===== src/rtl/uart_rx_os_if.sv =====
// Bus-side view of the oversampling UART receiver: SPART-style chip select,
// read strobe and address going in; received character and status flags
// coming back.
interface uart_rx_os_if #(
   parameter int DATA_BITS = 8
);
   logic                 iocs;
   logic                 iorw;
   logic [1:0]           ioaddr;
   logic [DATA_BITS-1:0] data;
   logic                 rda;
   logic                 fe;
   logic                 pe;
   logic                 oe;

   // Bus host: drives the access strobes, reads back data and status.
   modport master (
      output iocs, iorw, ioaddr,
      input  data, rda, fe, pe, oe
   );

   // Receiver: consumes the access strobes, presents data and status.
   modport slave (
      input  iocs, iorw, ioaddr,
      output data, rda, fe, pe, oe
   );
endinterface


===== src/rtl/uart_rx_os.sv =====
// Oversampling UART receiver.
// rxd is synchronised, the start bit is validated at mid-bit, then each data,
// parity and stop bit is sampled once every OS_RATE ticks of en_os. A finished
// frame is committed to the bus registers one clock after its last stop sample.
// Optional feature: define UART_RX_PARITY_EN to compile in the parity state and
// checker (PARITY: 0 none, 1 even, 2 odd). Without it, pe is tied low.
module uart_rx_os #(
   parameter int DATA_BITS = 8,
   parameter int OS_RATE   = 16,
   parameter int STOP_BITS = 1,
   parameter int PARITY    = 0
) (
   input  logic          clk,
   input  logic          rst,
   input  logic          en_os,
   input  logic          rxd,
   output logic          busy,
   uart_rx_os_if.slave   bus
);

`ifdef UART_RX_PARITY_EN
   typedef enum logic [2:0] {IDLE, START, DATA, PAR, STOP} state_t;
   localparam bit PAR_ON = (PARITY != 0);
`else
   typedef enum logic [2:0] {IDLE, START, DATA, STOP} state_t;
`endif

   localparam int OS_W = $clog2(OS_RATE);
   localparam int BC_W = 4;
   localparam logic [OS_W-1:0] OS_MID  = OS_W'(OS_RATE / 2 - 1);
   localparam logic [OS_W-1:0] OS_LAST = OS_W'(OS_RATE - 1);
   localparam logic [BC_W-1:0] DB_LAST = BC_W'(DATA_BITS - 1);
   localparam logic [BC_W-1:0] SB_LAST = BC_W'(STOP_BITS - 1);

   state_t                 state_reg;
   logic [OS_W-1:0]        os_cnt_reg;
   logic [BC_W-1:0]        bit_cnt_reg;
   logic [DATA_BITS-1:0]   shift_reg;
   logic [1:0]             sync_reg;
   logic                   rxd_s;
   logic                   busy_reg;
   logic                   commit_reg;
   logic                   pend_fe_reg;

   logic [DATA_BITS-1:0]   data_reg;
   logic                   rda_reg;
   logic                   fe_reg;
   logic                   oe_reg;
   logic                   pe_out;

   logic                   data_rd;
   logic                   stat_rd;
   logic                   load;

`ifdef UART_RX_PARITY_EN
   logic                   pend_pe_reg;
   logic                   pe_reg;
   logic                   par_exp;

   // Expected parity bit: even makes the total count of ones even.
   assign par_exp = (PARITY == 2) ? ~^shift_reg : ^shift_reg;
`endif

   assign rxd_s = sync_reg[1];

   // Two-flop synchroniser for the asynchronous serial line (idles high).
   always_ff @(posedge clk) begin
      if (rst) begin
         sync_reg <= 2'b11;
      end else begin
         sync_reg <= {sync_reg[0], rxd};
      end
   end

   // Frame FSM: advances only on oversample ticks, commit pulse lasts one clk.
   always_ff @(posedge clk) begin
      if (rst) begin
         state_reg   <= IDLE;
         os_cnt_reg  <= '0;
         bit_cnt_reg <= '0;
         shift_reg   <= '0;
         busy_reg    <= 1'b0;
         commit_reg  <= 1'b0;
         pend_fe_reg <= 1'b0;
`ifdef UART_RX_PARITY_EN
         pend_pe_reg <= 1'b0;
`endif
      end else begin
         commit_reg <= 1'b0;
         if (en_os) begin
            case (state_reg)
               IDLE: begin
                  if (!rxd_s) begin
                     state_reg  <= START;
                     os_cnt_reg <= '0;
                     busy_reg   <= 1'b1;
                  end
               end
               START: begin
                  if (os_cnt_reg == OS_MID) begin
                     os_cnt_reg <= '0;
                     if (!rxd_s) begin
                        state_reg   <= DATA;
                        bit_cnt_reg <= '0;
                        pend_fe_reg <= 1'b0;
`ifdef UART_RX_PARITY_EN
                        pend_pe_reg <= 1'b0;
`endif
                     end else begin
                        // Glitch shorter than half a bit: drop it silently.
                        state_reg <= IDLE;
                        busy_reg  <= 1'b0;
                     end
                  end else begin
                     os_cnt_reg <= os_cnt_reg + 1'b1;
                  end
               end
               DATA: begin
                  if (os_cnt_reg == OS_LAST) begin
                     shift_reg  <= {rxd_s, shift_reg[DATA_BITS-1:1]};
                     os_cnt_reg <= '0;
                     if (bit_cnt_reg == DB_LAST) begin
                        bit_cnt_reg <= '0;
`ifdef UART_RX_PARITY_EN
                        state_reg   <= PAR_ON ? PAR : STOP;
`else
                        state_reg   <= STOP;
`endif
                     end else begin
                        bit_cnt_reg <= bit_cnt_reg + 1'b1;
                     end
                  end else begin
                     os_cnt_reg <= os_cnt_reg + 1'b1;
                  end
               end
`ifdef UART_RX_PARITY_EN
               PAR: begin
                  if (os_cnt_reg == OS_LAST) begin
                     pend_pe_reg <= (rxd_s != par_exp);
                     os_cnt_reg  <= '0;
                     state_reg   <= STOP;
                  end else begin
                     os_cnt_reg <= os_cnt_reg + 1'b1;
                  end
               end
`endif
               STOP: begin
                  if (os_cnt_reg == OS_LAST) begin
                     os_cnt_reg <= '0;
                     if (!rxd_s) begin
                        pend_fe_reg <= 1'b1;
                     end
                     if (bit_cnt_reg == SB_LAST) begin
                        // Leave right away so a back-to-back start bit is caught.
                        bit_cnt_reg <= '0;
                        state_reg   <= IDLE;
                        busy_reg    <= 1'b0;
                        commit_reg  <= 1'b1;
                     end else begin
                        bit_cnt_reg <= bit_cnt_reg + 1'b1;
                     end
                  end else begin
                     os_cnt_reg <= os_cnt_reg + 1'b1;
                  end
               end
               default: begin
                  state_reg <= IDLE;
                  busy_reg  <= 1'b0;
               end
            endcase
         end
      end
   end

   assign data_rd = bus.iocs && bus.iorw && (bus.ioaddr == 2'b00);
   assign stat_rd = bus.iocs && bus.iorw && (bus.ioaddr == 2'b01);
   // A commit loads the holding register if it is free or being read right now.
   assign load    = commit_reg && (!rda_reg || data_rd);

   // Bus-side registers: commits set, reads clear, commit events win ties.
   always_ff @(posedge clk) begin
      if (rst) begin
         data_reg <= '0;
         rda_reg  <= 1'b0;
         fe_reg   <= 1'b0;
         oe_reg   <= 1'b0;
      end else begin
         if (load) begin
            data_reg <= shift_reg;
            rda_reg  <= 1'b1;
         end else if (data_rd) begin
            rda_reg <= 1'b0;
         end

         if (commit_reg && !load) begin
            oe_reg <= 1'b1;
         end else if (stat_rd) begin
            oe_reg <= 1'b0;
         end

         if (commit_reg && pend_fe_reg) begin
            fe_reg <= 1'b1;
         end else if (stat_rd) begin
            fe_reg <= 1'b0;
         end
      end
   end

`ifdef UART_RX_PARITY_EN
   // Sticky parity error, same set/clear rules as the framing flag.
   always_ff @(posedge clk) begin
      if (rst) begin
         pe_reg <= 1'b0;
      end else if (commit_reg && pend_pe_reg) begin
         pe_reg <= 1'b1;
      end else if (stat_rd) begin
         pe_reg <= 1'b0;
      end
   end
   assign pe_out = pe_reg;
`else
   assign pe_out = 1'b0;
`endif

   assign bus.data = data_reg;
   assign bus.rda  = rda_reg;
   assign bus.fe   = fe_reg;
   assign bus.pe   = pe_out;
   assign bus.oe   = oe_reg;
   assign busy     = busy_reg;

endmodule


===== src/flat_wrapper.sv =====
// flat-port wrapper written by rule: the top's interface ports become plain ports
module uart_rx_os_flat 
#(
   parameter int DATA_BITS = 8,
   parameter int OS_RATE   = 16,
   parameter int STOP_BITS = 1,
   parameter int PARITY    = 0
)
  (clk, rst, en_os, rxd, busy, bus_iocs, bus_iorw, bus_ioaddr, bus_data, bus_rda, bus_fe, bus_pe, bus_oe);
  uart_rx_os_if #(.DATA_BITS(DATA_BITS)) bus_i ();
  input  logic clk;
  input  logic rst;
  input  logic en_os;
  input  logic rxd;
  output logic busy;
  input wire logic [$bits(bus_i.iocs)-1:0] bus_iocs;
  input wire logic [$bits(bus_i.iorw)-1:0] bus_iorw;
  input wire logic [$bits(bus_i.ioaddr)-1:0] bus_ioaddr;
  output wire logic [$bits(bus_i.data)-1:0] bus_data;
  output wire logic [$bits(bus_i.rda)-1:0] bus_rda;
  output wire logic [$bits(bus_i.fe)-1:0] bus_fe;
  output wire logic [$bits(bus_i.pe)-1:0] bus_pe;
  output wire logic [$bits(bus_i.oe)-1:0] bus_oe;
  assign bus_i.iocs = bus_iocs;
  assign bus_i.iorw = bus_iorw;
  assign bus_i.ioaddr = bus_ioaddr;
  assign bus_data = bus_i.data;
  assign bus_rda = bus_i.rda;
  assign bus_fe = bus_i.fe;
  assign bus_pe = bus_i.pe;
  assign bus_oe = bus_i.oe;
  uart_rx_os #(.DATA_BITS(DATA_BITS), .OS_RATE(OS_RATE), .STOP_BITS(STOP_BITS), .PARITY(PARITY)) u_core (.clk(clk), .rst(rst), .en_os(en_os), .rxd(rxd), .busy(busy), .bus(bus_i));
endmodule

===== config.mk =====
export PLATFORM = sky130hd
export DESIGN_NAME = uart_rx_os_flat
export DESIGN_NICKNAME = d
export VERILOG_FILES = /design/src/rtl/uart_rx_os_if.sv /design/src/rtl/uart_rx_os.sv /design/src/flat_wrapper.sv
export SDC_FILE = /design/constraint.sdc
export NUM_CORES = 1
export LEC_CHECK = 0
export CAP_MARGIN = 5
export CORE_MARGIN = 2
export CORE_UTILIZATION = 53
export CTS_BUF_LIST = sky130_fd_sc_hd__clkbuf_16
export CTS_CLUSTER_DIAMETER = 50
export DETAILED_ROUTE_END_ITERATION = 10
export MAX_ROUTING_LAYER = met4
export PLACE_DENSITY = 0.78
export SYNTH_ARGS = -nofsm -noshare
export SYNTH_HDL_FRONTEND = slang
export SYNTH_SLANG_ARGS = --single-unit

===== constraint.sdc =====
create_clock -name clk -period 1.75 [get_ports clk]
set_clock_uncertainty 0.05 [all_clocks]
set_input_delay 0.175 -clock clk [delete_from_list [all_inputs] [get_ports clk]]
set_output_delay 0.175 -clock clk [all_outputs]
set_load 0.005 [all_outputs]

==> tab_implementation.tex <==
\begin{tabular}{lr}
\hline
Metric & Value \\
\hline
\multicolumn{2}{l}{\textbf{Run status}} \\
\quad Status & finished, final reports clean \\
\multicolumn{2}{l}{\textbf{Synthesis}} \\
\quad Adder and majority cell fraction of the synthesized area & 2.457\% \\
\quad Sequential cell area fraction in the yosys report & between 40\% and 50\% \\
\quad Mean cell area of the mapped netlist & around 9.2 sq um \\
\quad Dominant combinational cell family by area after synthesis & simple AND/OR/NAND/NOR gates \\
\quad Multiplexer fraction of the synthesized cell area & 12.45\% \\
\quad Post-Syn Nets & 177 \\
\quad Post-synthesis compound-gate area fraction & 11.88\% \\
\quad Count of different cell masters after synthesis & 43 \\
\quad Top\_reg\_cell synth & sky130\_fd\_sc\_hd\_\_dfxtp\_1 \\
\quad Fraction of the mapped netlist area in simple logic gates & a little under a quarter \\
\quad Yosys reg bits & 34 \\
\quad Synth top area share & about 45\% \\
\quad Number of warnings printed during yosys synthesis & 0 \\
\quad Parity-gate share of the synthesized area counting xor and xnor cells & about 1.1\% \\
\quad Async S/R FF share, synth & 0\% \\
\quad Cell Area, Synth & between 1500 and 2000 sq um \\
\quad Most common cell in the synthesized netlist & sky130\_fd\_sc\_hd\_\_dfxtp\_1 \\
\quad Top cell types by occurrence after synthesis & 34 x sky130\_fd\_sc\_hd\_\_dfxtp\_1, 31 x sky130\_fd\_sc\_hd\_\_nor2\_1, 19 x sky130\_fd\_sc\_hd\_\_mux2i\_1 \\
\quad Instance count of the mapped netlist & approximately 170 \\
\quad Area contributors post-synth & sky130\_fd\_sc\_hd\_\_dfxtp\_1 45\%, sky130\_fd\_sc\_hd\_\_mux2i\_1 12\%, sky130\_fd\_sc\_hd\_\_nor2\_1 7.6\%, sky130\_fd\_sc\_hd\_\_a21oi\_1 2.6\%, sky130\_fd\_sc\_hd\_\_ha\_1 2.5\% \\
\quad Cell type contributing the most total cell area after synthesis & sky130\_fd\_sc\_hd\_\_dfxtp\_1 \\
\quad EDFF count, synth & 0 \\
\multicolumn{2}{l}{\textbf{Setup path}} \\
\quad Critical Path AT & about 1700 ps \\
\quad Cell with the biggest individual delay on the critical path & sky130\_fd\_sc\_hd\_\_dfxtp\_1 \\
\quad CP cell instances & nand4bb\_1 -> a211oi\_1 -> o21bai\_1 -> a221oi\_1 \\
\quad Kind of start point of the critical path & register \\
\quad Capturing element type of the critical path & register \\
\quad Worst-path fanout max & 10 \\
\quad Worst Path Required & about 1900 ps \\
\quad Path type of the worst setup path & register to register \\
\quad Top cell family by delay on the critical path & compound AO/OA/AOI/OAI gates \\
\quad Worst path bufs/invs & 0 \\
\quad Slowest cell delay on critical path & 550 ps \\
\multicolumn{2}{l}{\textbf{Global route}} \\
\quad Initial antenna violation count & 0 \\
\quad GRT Total Usage & 21.44\% \\
\quad Wire length of the first global-routing pass & about 5.4 mm \\
\quad Maximum number of pins on one net before global-route repair & 35 \\
\quad Number of global-route vias before repair & 1,209 \\
\quad Overflow after GRT & 0 \\
\multicolumn{2}{l}{\textbf{Layout}} \\
\quad Antenna Cells & 0 \\
\quad Final cell count without fillers & $\sim$220 \\
\quad Share of post-route cells with drive strength above 1 & between 10\% and 20\% \\
\quad Post-route standard cell area excluding fillers & 1917 sq um \\
\quad Number of nets at the end of the flow & between 150 and 200 \\
\quad Area growth syn-to-layout & 25.47\% \\
\quad Fill cell total of the finished layout & between 200 and 250 \\
\quad Post-route core utilization & between 60 and 70\% \\
\multicolumn{2}{l}{\textbf{Floorplanning}} \\
\quad Starting density of the core & 55.40\% \\
\quad Core region area & 2758 sq um \\
\quad Ports placed on the boundary & 21 \\
\quad Die area & about 3300 sq um \\
\quad Row cnt & 19 \\
\quad Height of the chip & approximately 58 um \\
\quad Width of the die & between 50 and 60 um \\
\multicolumn{2}{l}{\textbf{Power and ir drop}} \\
\quad Combinational group share of total power & 3.9\% \\
\quad Net Switching & 0.3434 mW \\
\quad Total power per unit cell area & about 870 nW/um\^{}2 \\
\quad Share of total power consumed by net switching & around a fifth \\
\quad Peak VDD IR & between 0.7 and 0.8 mV \\
\quad Leakage component of the power & between 0.7 and 0.8 nW \\
\quad Share of total power in the clock network & 48.9\% \\
\quad Power share of the sequential group & between 40\% and 50\% \\
\quad Internal & around 1.3 mW \\
\multicolumn{2}{l}{\textbf{Clock network}} \\
\quad Clock sink total & 34 \\
\quad TritonCTS clock tree & built \\
\quad CTS clk-pin slew, worst paths & 50 ps \\
\quad Cell at the root of the clock tree & sky130\_fd\_sc\_hd\_\_clkbuf\_16 \\
\quad Maximum count of clock buffers along a single path & 2 \\
\quad Clk\_lat worst skew & 270 ps \\
\quad Cts hold-fix bufs & 0 \\
\quad TritonCTS buffer count & 5 \\
\quad CTS H-Tree Depth & 2 \\
\multicolumn{2}{l}{\textbf{Drt}} \\
\quad Top routing layer in use & met4 \\
\quad Wirelength, routed & slightly above 3 mm \\
\quad Routed wire length on met3 & approximately 140 um \\
\quad Routed wire length on met2 & 1.506 mm \\
\quad Number of DRC violations after detailed-routing iteration 0 & 31 \\
\quad Wire length per cell after detailed routing & $\sim$14 um \\
\quad M1 WL & between 1 and 1.5 mm \\
\quad Vias & about 1,200 \\
\quad Post-route ant nets & 0 \\
\quad Number of iterations in the first detailed-routing pass & 4 \\
\quad DRC Markers & 0 \\
\quad Vias per Instance & 5.633 \\
\multicolumn{2}{l}{\textbf{Timing}} \\
\quad Least setup slack across all paths after layout & approximately 160 ps \\
\quad Count of endpoints failing setup in the final report & 0 \\
\quad Maximum clock rate & 0.6277 GHz \\
\quad Final critical path time including I/O delays and setup & roughly 1600 ps \\
\quad Final Max Slew Viols & 0 \\
\quad Setup repair after global routing missed its margin & no \\
\quad Final sum of negative setup slack & 0 ps \\
\quad Post-route fraction of the period consumed by the critical path & between 90\% and 100\% \\
\quad Final hold violation count & 0 \\
\multicolumn{2}{l}{\textbf{Place}} \\
\quad Post-place setup slack & roughly 42 ps \\
\quad Instance count after placement with tap cells included & about 210 \\
\quad GP Congestion & $\sim$0.88 \\
\quad PortBufs & 19 \\
\quad Area after detailed placement & 1769 sq um \\
\quad Final HPWL from detailed placement & around 2.2 mm \\
\multicolumn{2}{l}{\textbf{Hold path}} \\
\quad Type of the worst min-delay path & register to register \\
\multicolumn{2}{l}{\textbf{Job}} \\
\quad Max-cap violations & 0 \\
\hline
\end{tabular}
## stage by stage
step                power, mW  hold slack, ps
global placement       0.8661           347.1
global route            1.726           387.4
floorplan              0.8369           228.8
finish                  1.671           355.9
CTS                     1.687           358.7
detailed placement     0.8685           346.4
## routing by layer
layer  up-vias  GRT usage, %
li1        618             -
met1       578         24.96
met2        25         35.71
met3         7         5.804
met4         0         7.309
met5         -             -
## final timing paths
| path | cells after the start | from | slack, ps | end |
|---|---|---|---|---|
| setup / recovery | 4 | u_core.state_reg[0] | 160 | u_core.state_reg[0] |
| hold / removal | 1 | u_core.sync_reg[0] | 360 | u_core.sync_reg[1] |
| setup reg to reg | 4 | u_core.state_reg[0] | 160 | u_core.state_reg[0] |
| hold reg to reg | 1 | u_core.sync_reg[0] | 360 | u_core.sync_reg[1] |
## power by group through the flow
stage	Combinational [mW]	Sequential (mW)	Clock, mW
2_1_floorplan	0.0377	0.799	0
3_3_place_gp	0.0618	0.804	0
3_5_place_dp	0.0640	0.805	0
4_1_cts	0.0643	0.788	0.835
5_1_grt	0.0703	0.789	0.866
6_report	0.0653	0.789	0.816
## logic make-up (layout without fill, tap and decap cells)
kind of cell,Yosys count,count (layout)
other,1,1
adders and majority gates,3,3
and+or+nand+nor,66,66
xor gates and xnor gates,2,2
AOI/OAI and AO/OA,26,26
muxes,19,19
buffers and inverters,15,36
DFF,34,34
## cells in the final DEF, fill, tap and decap left out, drive strengths merged, types with 2 or more instances in the layout
| master | n |
|---|---|
| nand3 | 4 |
| nor2b | 2 |
| a22oi | 2 |
| inv | 6 |
| ha | 3 |
| nand3b | 2 |
| and3 | 3 |
| clkbuf | 5 |
| a21oi | 8 |
| clkdlybuf4s50 | 19 |
| clkinv | 2 |
| o211ai | 2 |
| a31oi | 3 |
| nor2 | 31 |
| nor3 | 5 |
| o21ai | 3 |
| or2 | 2 |
| nand2 | 9 |
| a211oi | 2 |
| mux2i | 19 |
| buf | 4 |
| dfxtp | 34 |
| nand4bb | 2 |
## worst reg2reg max path: stages, from the launching register on
cell	delay, ps
sky130_fd_sc_hd__dfxtp_1	550
sky130_fd_sc_hd__nand4bb_1	270
sky130_fd_sc_hd__a211oi_1	260
sky130_fd_sc_hd__o21bai_1	90
sky130_fd_sc_hd__a221oi_1	270
## final cells by class
class	instances	area, sq um	area share, %
clock buffers	5	125.1	6.527
clock inverters	2	10.01	0.5222
inverters	6	22.52	1.175
multi-input cells	117	794.5	41.45
flip-flops and latches	34	680.7	35.51
well taps	31	38.79	2.023
repair buffers	23	245.2	12.79
## repair_timing
| action | CTS | global route |
|---|---|---|
| endpoints found under the setup margin | 0 | 8 |
| resized for setup | 0 | 2 |
| setup buffers | 0 | 0 |
| hold endpoints to repair | 0 | 0 |
No activity file was read; power rests on OpenSTA's default activity.
